<file path="src/rtl/prim_shift_seq_pkg.sv">
// Shared types and sizing helpers for the prim_shift_seq frame sequencer.
package prim_shift_seq_pkg;

  typedef enum logic [1:0] {
    IDLE  = 2'd0,
    SHIFT = 2'd1,
    DONE  = 2'd2
  } shift_seq_state_e;

  // Bit counter must be able to hold the value WIDTH.
  function automatic int bitcnt_width(input int width);
    return $clog2(width + 1);
  endfunction

endpackage

</file>
<file path="src/rtl/prim_shift_seq_tick.sv">
// Bit-period divider: fires tick_o when the count reaches period_i, then wraps.
// Only used when PRIM_SHIFT_SEQ_DIV_EN is defined.
module prim_shift_seq_tick #(
  parameter int DIVW = 8
) (
  input  logic            clk_i,
  input  logic            rst_i,
  input  logic            clr_i,
  input  logic [DIVW-1:0] period_i,
  output logic            tick_o
);

  logic [DIVW-1:0] cnt_r;

  // Tick counter, held at zero while cleared.
  always_ff @(posedge clk_i) begin
    if (rst_i || clr_i) begin
      cnt_r <= '0;
    end else if (cnt_r == period_i) begin
      cnt_r <= '0;
    end else begin
      cnt_r <= cnt_r + DIVW'(1);
    end
  end

  assign tick_o = ~clr_i & (cnt_r == period_i);

endmodule

</file>
<file path="src/rtl/prim_shift_seq.sv">
// Serial frame sequencer: shifts a parallel word out MSB-first while capturing serial_i.
// Optional bit-period divider is enabled with `define PRIM_SHIFT_SEQ_DIV_EN.
module prim_shift_seq
  import prim_shift_seq_pkg::*;
#(
  parameter int WIDTH = 8,
  parameter int DIVW  = 8
) (
  input  logic             clk_i,
  input  logic             rst_i,
  input  logic             tx_valid_i,
  output logic             tx_ready_o,
  input  logic [WIDTH-1:0] tx_data_i,
  input  logic [DIVW-1:0]  div_i,
  input  logic             serial_i,
  output logic             serial_o,
  output logic             shift_o,
  output logic             busy_o,
  output logic             rx_valid_o,
  output logic [WIDTH-1:0] rx_data_o
);

  localparam int BW = bitcnt_width(WIDTH);
  localparam logic [BW-1:0] LAST_BIT = BW'(WIDTH - 1);

  shift_seq_state_e state_r;
  logic [WIDTH-1:0] shreg_r;
  logic [WIDTH-1:0] rx_data_r;
  logic [BW-1:0]    bitcnt_r;
  logic             rx_valid_r;
  logic             busy_r;
  logic             ready_r;
  logic             accept_s;
  logic             tick_s;

  assign accept_s = tx_valid_i & ready_r;

`ifdef PRIM_SHIFT_SEQ_DIV_EN
  logic [DIVW-1:0] div_q;
  logic            clr_s;

  // Divider value is frozen for the whole frame at the handshake.
  always_ff @(posedge clk_i) begin
    if (rst_i) begin
      div_q <= '0;
    end else if (accept_s) begin
      div_q <= div_i;
    end
  end

  assign clr_s = (state_r != SHIFT);

  prim_shift_seq_tick #(
    .DIVW(DIVW)
  ) u_tick (
    .clk_i    (clk_i),
    .rst_i    (rst_i),
    .clr_i    (clr_s),
    .period_i (div_q),
    .tick_o   (tick_s)
  );
`else
  logic unused_div_s;

  assign unused_div_s = ^div_i;
  assign tick_s       = (state_r == SHIFT);
`endif

  // Frame FSM with shift register, bit counter and registered status outputs.
  always_ff @(posedge clk_i) begin
    if (rst_i) begin
      state_r    <= IDLE;
      shreg_r    <= '0;
      bitcnt_r   <= '0;
      rx_data_r  <= '0;
      rx_valid_r <= 1'b0;
      busy_r     <= 1'b0;
      ready_r    <= 1'b0;
    end else begin
      rx_valid_r <= 1'b0;
      case (state_r)
        IDLE: begin
          ready_r <= 1'b1;
          if (accept_s) begin
            shreg_r  <= tx_data_i;
            bitcnt_r <= '0;
            ready_r  <= 1'b0;
            busy_r   <= 1'b1;
            state_r  <= SHIFT;
          end
        end
        SHIFT: begin
          if (tick_s) begin
            shreg_r  <= {shreg_r[WIDTH-2:0], serial_i};
            bitcnt_r <= bitcnt_r + BW'(1);
            if (bitcnt_r == LAST_BIT) begin
              rx_data_r  <= {shreg_r[WIDTH-2:0], serial_i};
              rx_valid_r <= 1'b1;
              state_r    <= DONE;
            end
          end
        end
        DONE: begin
          busy_r  <= 1'b0;
          ready_r <= 1'b1;
          state_r <= IDLE;
        end
        default: begin
          busy_r  <= 1'b0;
          ready_r <= 1'b0;
          state_r <= IDLE;
        end
      endcase
    end
  end

  assign tx_ready_o = ready_r;
  assign busy_o     = busy_r;
  assign rx_valid_o = rx_valid_r;
  assign rx_data_o  = rx_data_r;
  assign serial_o   = (state_r == SHIFT) & shreg_r[WIDTH-1];
  assign shift_o    = tick_s;

endmodule
</file>
<file path="config.mk">
export PLATFORM = sky130hd
export DESIGN_NAME = prim_shift_seq
export DESIGN_NICKNAME = d
export VERILOG_FILES = /design/src/rtl/prim_shift_seq_pkg.sv /design/src/rtl/prim_shift_seq_tick.sv /design/src/rtl/prim_shift_seq.sv
export SDC_FILE = /design/constraint.sdc
export NUM_CORES = 1
export LEC_CHECK = 0
export BUFFER_PORTS_ARGS = -buffer_cell sky130_fd_sc_hd__buf_2
export CORE_MARGIN = 3
export CORE_UTILIZATION = 49
export DETAILED_ROUTE_END_ITERATION = 16
export HOLD_SLACK_MARGIN = 0.03
export PLACE_DENSITY = 0.77
export SYNTH_ARGS = -nofsm -noshare
export SYNTH_HDL_FRONTEND = slang
export SYNTH_SLANG_ARGS = --single-unit
export TNS_END_PERCENT = 1
</file>
<file path="constraint.sdc">
create_clock -name clk_i -period 1.5 [get_ports clk_i]
set_input_delay 0.15 -clock clk_i [delete_from_list [all_inputs] [get_ports clk_i]]
set_output_delay 0.15 -clock clk_i [all_outputs]
set_load 0.005 [all_outputs]
</file>
======== After elaboration in Yosys (flattened, before gate mapping) ========
Cells that the tools add are included.
word-level totals
  register bits after elaboration ......... 25
  input port bits ......................... 20
  output and inout port bits .............. 13
  word-level logic and storage cells ...... 35
cells by class
  $add $sub $neg .......................... 1
  equality and inequality tests ........... 5
  multiplexer cells ....................... 12
  bitwise gates (word level) .............. 3
  reductions and logical operators ........ 7
operators by type and width
  operator                                                count
  one-hot mux 8 bit (2 select lines)                      1
  two-way mux 8 bit                                       1
  one-hot mux 4 bit (2 select lines)                      1
  AND reduction 2 bit                                     4
  adder 4 x 1 -> 4 bit (second input constant)            1
  == test 4 x 3 -> 1 bit (second input constant)          1
  two-way mux 2 bit                                       2
  two-way mux 4 bit                                       1
  one-hot mux 2 bit (2 select lines)                      1
  two-way mux 1 bit                                       3
  one-hot mux 1 bit (3 select lines)                      1
  bitwise AND 1 bit                                       2
  == test 2 x 1 -> 1 bit (second input constant)          1
  == test 2 bit (second input constant)                   1
  zero test 2 bit                                         1
  inequality test 2 x 1 -> 1 bit (second input constant)  1
  inequality test 2 bit (second input constant)           1
  one-hot mux 1 bit (2 select lines)                      1
  nonzero test 2 bit                                      1
  OR reduction 2 bit                                      1
  NOT 1 bit                                               1

======== Depth between registers and ports, before layout ========
Gate-level depths: netlist (run 1).
  depth in word-level cells ............... 3
  mapped depth ............................ 7
  mapped depth without buffers ............ 4

======== Least setup slack after synthesis (run 1) ========
Ideal clock, no wire load.
  path type ............................... register to register
  start ................................... register bitcnt_r[0]
  end ..................................... register rx_data_r[1] (netlist: rx_data_o[1])
  setup time .............................. 0.117 ns
  data arrival time ....................... 1.216 ns
  required time ........................... 1.383 ns
  path slack .............................. 0.168 ns
  stages on the path, launching flop included .. 6
  buffers on the path ..................... 1
  clock period less this slack ............ 1.332 ns
  path through ............................ dfxtp_1 -> ha_1 -> and4b_1 -> and3_1 -> buf_6 -> a22o_1
on the way
  longest elaborated chain between the ends .. 2
ends and longest elaborated chain
  item                                  line                  source
  start: declaration                    prim_shift_seq.sv:29  logic [BW-1:0] bitcnt_r;
  start signal: assignment              prim_shift_seq.sv:95  bitcnt_r <= bitcnt_r + BW'(1);
  == test 4 x 3 -> 1 bit                prim_shift_seq.sv:96  if (bitcnt_r == LAST_BIT) begin
  AND reduction 2 bit (no source line)  -
  end signal: assignment                prim_shift_seq.sv:97  rx_data_r <= {shreg_r[WIDTH-2:0], serial_i};
  end: declaration                      prim_shift_seq.sv:28  logic [WIDTH-1:0] rx_data_r;
Every way passes these cells.
A chain may end at the register's enable or synchronous reset.

======== Worst setup path after layout (run 1) ========
  start ................................... register state_r[1]
  end ..................................... output serial_o
on the way
  longest elaborated chain between the ends .. 2
ends and longest elaborated chain
  item                      line                   source
  start: declaration        prim_shift_seq.sv:26   shift_seq_state_e state_r;
  start signal: assignment  prim_shift_seq.sv:72   state_r <= IDLE;
  start signal: assignment  prim_shift_seq.sv:89   state_r <= SHIFT;
  start signal: assignment  prim_shift_seq.sv:99   state_r <= DONE;
  == test 2 x 1 -> 1 bit    prim_shift_seq.sv:121  assign serial_o = (state_r == SHIFT) & shreg_r[WIDTH-1];
  bitwise AND 1 bit         prim_shift_seq.sv:121
  end: declaration          prim_shift_seq.sv:16   output logic serial_o,
Every way passes these cells.

==> summary.md, run 1 <==
| Metric | Value |
|---|---|
| Final nets | `154` |
| Largest net degree at the start of global routing | `16` |
| Worst-Margin Slew | `0.438 ns` |
| Switching pwr | `0.346 mW` |
| Worst Path Max Fanout | `12` |
| Fin crit share | `between 90% and 100%` |
| Via density | `5.57` |
| Clock skew | `0.0131 ns` |
| Io pins | `33` |
| HPWL after DPL | `1580 um` |
| Non-Filler Instances | `159` |
| Most Crowded Layer GR | `met2` |
| Worst-skew pair later-pin latency | `0.33 ns` |
| Clock transition at path regs | `roughly 0.15 ns` |
| Filler cell count | `182` |
| Register area | `504 um^2` |
| Yosys top cell by area | `dfxtp_1` |
| Synth-to-layout area growth | `18.8%` |
| Post-synth cell types | `32` |
| CTS HTree Levels | `1` |
| Setup crit end kind | `primary output` |
| Startpoint Class | `register` |
| CTS tree | `built` |
| Fin area | `1300 um^2` |
| Most frequent cell after synthesis | `dfxtp_1` |
| Sink Count | `25` |
| RSZ-0062 raised after global routing | `yes` |
| Flop pwr share | `about 58%` |
| R2R cell count | `5` |
| Cell count along the critical path | `4` |
| Outcome | `complete, no violations` |
| DP Area | `1250 um^2` |
| DR DRC count | `0` |
| Flops & latches, synth | `25` |
| Hold slack | `0.0372 ns` |
| Global Route Usage Sum | `18.4%` |
| Slew HR | `a little over two thirds` |
| Chip width | `53.3 um` |
| Sequential area share after synthesis | `45.7%` |
| Post-DR wirelength/cell | `~14 um` |
| GR Util met3 | `3.38%` |
| Placed cell count | `154` |
| Clock tree root driver cell | `clkbuf_4` |
| Mapped Area | `about 1100 um^2` |
| Worst-path cell chain | `nand2b_4 > clkinv_4 > and2_1 > buf_2` |
| Critical Path RT | `1.35 ns` |
| First-pass GRT wire length | `3780 um` |
| Wirelength, routed | `approximately 2200 um` |
| CTS max path bufs | `2` |
| Sw frac | `27.8%` |
| Initial antenna violation count | `0` |
| Die Y | `53.3 um` |
| Cells after Synth | `104` |
| Async S/R FF share, synth | `0%` |
| Mapped Avg Cell Area | `around 11 um^2` |
| Synth Flop Type | `dfxtp_1` |
| Antenna cells | `0` |
| Multi-input gate area | `529 um^2` |
| First-pass DRT Iterations | `4` |
| Share of Yosys cell area claimed by the top area cell type | `45.7%` |
| Syn_nets | `125` |
| Layout cells sized above 1 | `between 30% and 40%` |
| Max-cap violations | `0` |
| Via count | `885` |
| Row Count | `16` |
| Met2 Track Usage GR | `31.4%` |
| Leak Pwr | `roughly 0.56 nW` |
| Ys Warns | `0` |
| Core area | `between 2000 and 2500 um^2` |
| Vias in the first global route | `856` |
| Number of synthesized flops with an enable pin | `0` |
| # setup viols final | `0` |
| Clock Power Share | `about a quarter` |
| Post-synth top cells | `dfxtp_1, nand2_1, a22o_1, a311oi_2` |
| Arr. time, crit path | `1.28 ns` |
| Total global routing overflow | `0` |
| Share of total power in combinational logic | `roughly 16%` |
| Pwr dens | `955 nW/um^2` |
| Die area | `2840 um^2` |
| CP top delay family | `flip-flops` |
| Hold Vio Cnt, Final | `0` |
| Synth area leaders | `dfxtp_1, a311oi_2, a22o_1, nand2_1, o21ba_1` |
| Int Pwr | `0.898 mW` |
| Slowest Stage Delay on Critical Path | `between 0.4 and 0.5 ns` |
| DRC marker count from the first detailed-route iteration | `8` |
| CP Buf/Inv Count | `2` |
| GRT met1 Usage | `22.2%` |
| Slowest CP cell | `dfxtp_4` |
| Crit path time final | `1.43 ns` |
| Fmax | `701 MHz` |
| GP Congestion | `around 0.74` |
| VDD IR max | `0.000688 V` |
| CTS buffer count | `3` |
| Max-slew violation count | `0` |
| Crit Path Class | `register to primary output` |
| Hold path depth | `2` |
| Initial core utilization | `53.7%` |
| IO buf count | `24` |
| Hold Path Class | `input port to register` |
| DRT antenna net count | `0` |
flip-flops by register name, indices dropped and copies added (netlist names):
register and cells:
rx_data_o 8, shreg_r 8, bitcnt_r 4, state_r 2
busy_o 1, rx_valid_o 1, tx_ready_o 1
final cells by class:
cell class | count | area share [%]
multi-input combinational | 68 | 40.6
sequential | 25 | 38.7
timing repair buffer | 31 | 14.2
tap | 27 | 2.59
clock buffer | 3 | 1.73
inverter | 4 | 1.54
clock inverter | 1 | 0.576
path summary, 6_finish.rpt:
check	start	slack, ns	to
worst max register to register	bitcnt_r[0]	0.08	rx_data_o[6]
worst min-delay path	serial_i	0.04	rx_data_o[0]
worst max-delay path	state_r[1]	0.07	serial_o
worst min register to register	rx_data_o[4]	0.49	rx_data_o[4]
metal layers:
layer  vias to the layer above  wire [um]
met5                         -          0
met4                         0         23
met3                         2         79
met2                        14       1110
met1                       429        975
li1                        440          -
logic make-up (layout without fill, tap and decap cells):
group / Yosys count / count (layout) / share of synthesized area, %
AOI/OAI and AO/OA: 37 / 37 / 32.1
adders and majority gates: 1 / 1 / 1.14
buffers and inverters: 11 / 39 / 6.73
DFF: 25 / 25 / 45.7
and+or+nand+nor: 30 / 30 / 14.4
per-stage QoR:
step	TNS, ns	util [%]	power [mW]	setup WS [ns]
floorplan	0	-	0.885	0.168
global placement	0	61.2	0.927	0.111
detailed placement	0	61.2	0.936	0.0702
CTS	0	63.4	1.25	0.0440
global route	-0.0289	63.8	1.30	-0.0127
finish	0	63.8	1.24	0.0730
what timing repair did:
action | 4_1_cts | 5_1_grt
setup buffers | 1 | 0
hold buffers | 0 | 0
setup endpoints to repair | 2 | 15
pin swaps | 0 | 0
resized for setup | 3 | 1
worst reg2reg max path: cells and delay by family (launching register included):
family / cells / cell delay [ns]
AND/OR/NAND/NOR: 2 / 0.48
adder cells (fa/ha/maj): 1 / 0.20
AO/OA/AOI/OAI: 1 / 0.18
buffers and inverters: 1 / 0.14
flip-flops: 1 / 0.34
power by group through the flow:
stage	combinational [mW]	clock, mW	sequential (mW)
final	0.203	0.315	0.726
after global routing	0.222	0.349	0.731
after CTS	0.201	0.325	0.724
after detailed placement	0.196	0	0.740
after global placement	0.190	0	0.737
after floorplan	0.152	0	0.733
cells in the final DEF (no fill, tap or decap), types with 2 or more instances in the layout:
cell type / instances
a21oi_1: 5
a22o_1: 8
a311oi_2: 8
and3_1: 2
buf_2: 24
buf_4: 6
clkbuf_4: 3
dfxtp_1: 24
inv_1: 3
nand2_1: 17
o21ai_0: 2
o21ba_1: 5
o21ba_2: 3
(Power assumes the default switching activity.)
==> run 2: changes to the inputs <==
- CORE_UTILIZATION: 49 -> 44
- PLACE_DENSITY: 0.77 -> 0.79
- SLEW_MARGIN: unset -> 40
- clock period: 1.5 -> 1.21 ns (I/O delays scaled with it)
==> run 2 against run 1 <==
Against the previous run:
- the run now ends with negative setup slack left
- clock power up 22%
- worst setup slack worse by 0.16 ns
- sequential power up 24%
- critical path type unchanged
==> summary.md, run 2 (synthesized netlist as in run 1, its figures left out) <==
| Metric | Value |
|---|---|
| Outcome | `complete, but fails checks (was complete, no violations)` |
| Failing checks | `negative setup slack` |
| Largest net degree at the start of global routing | `16 (unchanged)` |
| Io pins | `33 (unchanged)` |
| CTS buffer count | `3 (unchanged)` |
| Post-DR wirelength/cell | `14.4 um (was 13.8 um)` |
| GP Congestion | `0.743 (was 0.740)` |
| CTS tree | `built (unchanged)` |
| VDD IR max | `0.000723 V (was 0.000688 V)` |
| Worst-skew pair later-pin latency | `0.32 ns (was 0.33 ns)` |
| Arr. time, crit path | `1.18 ns (was 1.28 ns)` |
| CTS HTree Levels | `1 (unchanged)` |
| Via count | `945 (was 885)` |
| CP top delay family | `flip-flops (unchanged)` |
| Crit path top cell by count | `buf_6` |
| HPWL after DPL | `1760 um (was 1580 um)` |
| Synth-to-layout area growth | `33.4% (was 18.8%)` |
| First-pass DRT Iterations | `4 (unchanged)` |
| Clock skew | `0.00143 ns (was 0.0131 ns)` |
| Max-slew violation count | `0 (unchanged)` |
| Crit path from | `state_r[0] (was state_r[1])` |
| Worst-path cell chain | `buf_6 > nand2b_4 > clkinv_4 > and2_4 > buf_6 (was nand2b_4 > clkinv_4 > and2_1 > buf_2)` |
| DRC marker count from the first detailed-route iteration | `34 (was 8)` |
| DR DRC count | `0 (unchanged)` |
| Die area | `3130 um^2 (was 2840 um^2)` |
| Clock transition at path regs | `0.14 ns (was 0.15 ns)` |
| DRT antenna net count | `0 (unchanged)` |
| CTS max path bufs | `2 (unchanged)` |
| Hold Vio Cnt, Final | `0 (unchanged)` |
| Die Y | `55.9 um (was 53.3 um)` |
| Global Route Usage Sum | `16.2% (was 18.4%)` |
| Chip width | `55.9 um (was 53.3 um)` |
| Total global routing overflow | `0 (unchanged)` |
| Sink Count | `25 (unchanged)` |
| Antenna cells | `0 (unchanged)` |
| Clock tree root driver cell | `clkbuf_4 (unchanged)` |
| Final nets | `168 (was 154)` |
| Wirelength, routed | `2500 um (was 2190 um)` |
| Worst setup margin | `-0.0868 ns (was 0.0730 ns)` |
| Crit Path Class | `register to primary output (unchanged)` |
| RSZ-0062 raised after global routing | `yes (unchanged)` |
| Setup crit end kind | `primary output (unchanged)` |
| Slowest Stage Delay on Critical Path | `0.36 ns (was 0.41 ns)` |
| Row Count | `17 (was 16)` |
| Vias in the first global route | `918 (was 856)` |
| Most frequent cells in the layout | `buf_2, dfxtp_1, nand2_1, buf_4 (was dfxtp_1, buf_2, nand2_1, a311oi_2, a22o_1)` |
| Worst r2r src | `bitcnt_r[0] (unchanged)` |
| Crit path time final | `1.30 ns` |
| Worst Path Max Fanout | `4 (was 12)` |
| Total power | `1.61 mW (was 1.24 mW)` |
| IO buf count | `24 (unchanged)` |
| Initial antenna violation count | `0 (unchanged)` |
| Critical Path RT | `1.09 ns (was 1.35 ns)` |
| First-pass GRT wire length | `4130 um (was 3780 um)` |
| Filler cell count | `164 (was 182)` |
| Initial core utilization | `47.7% (was 53.7%)` |
| CP Buf/Inv Count | `3 (was 2)` |
| Utilization after layout | `63.7% (was 63.8%)` |
| Slowest CP cell | `dfxtp_2 (was dfxtp_4)` |
| HP Start | `tx_data_i[2] (was serial_i)` |
| Slew HR | `77.8% (was 70.8%)` |
| Via density | `5.43 (was 5.57)` |
| # setup viols final | `11 (was 0)` |
| Pwr dens | `1100 nW/um^2 (was 955 nW/um^2)` |
| Core area | `2300 um^2 (was 2040 um^2)` |
| Layout cells sized above 1 | `51.4% (was 39.4%)` |
| Leak Pwr | `0.633 nW (was 0.561 nW)` |
| Commonest non-fill, non-tap cell in the layout | `buf_2` |
| Fin crit share | `107%` |
| Worst-Margin Slew | `0.332 ns (was 0.438 ns)` |
| Fmax | `between 700 and 800 MHz` |
| Startpoint Class | `register (unchanged)` |
| Max-cap violations | `0 (unchanged)` |
| Hold Path Class | `input port to register (unchanged)` |
[run 2: cell types whose count changed in the layout (fill, tap and decap cells not counted), sizes merged]
cell / change
buf: +13
dlygate4sd3: +1
[run 2: final cells by class]
type                       count  area [um^2]  area share (%)
multi-input combinational     68          557            38.1
sequential                    25          509            34.8
timing repair buffer          45          312            21.3
tap                           28         35.0            2.40
clock buffer                   3         22.5            1.54
inverter                       4         20.0            1.37
clock inverter                 1         7.51           0.513
[run 2: power breakdown]
part	switching [mW]	internal, mW	total (mW)	leakage (nW)
Sequential	0.0342	0.866	0.900	0.206
Combinational	0.151	0.171	0.323	0.413
Clock	0.256	0.126	0.383	0.0139
Total	0.442	1.16	1.61	0.633
[run 2: through the flow]
stage                     setup WS, ns  cell area [um^2]  hold WS (ns)  std cells  TNS, ns
final                          -0.0868              1460        0.0628        174   -0.627
after floorplan                -0.0397              1100         0.200        104   -0.318
after global routing            -0.124              1460        0.0484        174   -0.999
after global placement          -0.102              1290         0.363        161   -0.878
after CTS                      -0.0793              1440        0.0607        173   -0.437
after detailed placement        -0.156              1290         0.359        161    -1.36
[run 2: layer usage]
metal / up-vias / global-route usage [%] / share of wire, % / wire (um)
li1: 470 / - / - / -
met1: 443 / 20.4 / 46 / 1140
met2: 26 / 28.0 / 48 / 1210
met3: 6 / 2.55 / 4.6 / 114
met4: 0 / 5.76 / 1.5 / 37
met5: - / 0 / 0 / 0
[run 2: final timing paths]
check	endpoint	slack [ns]	depth (start not counted)
worst max-delay path	serial_o	-0.09	5
worst min-delay path	shreg_r[2]	0.06	3
worst max register to register	rx_data_o[4]	-0.06	4
worst min register to register	rx_data_o[7]	0.49	1
[run 2: repair_timing]
item / in CTS / in global routing
hold buffers: 1 / 0
endpoints found under the setup margin: 16 / 20
endpoints found under the hold margin: 1 / 0
setup buffers: 7 / 1
gates resized for setup: 15 / 5
pin swaps: 4 / 3
gates cloned: 0 / 0
[run 2: worst reg2reg max path, stage by stage (launching register included)]
cell and delay (ns):
dfxtp_2 0.36, ha_4 0.15, and4b_2 0.25, and3_4 0.23, a22o_1 0.18
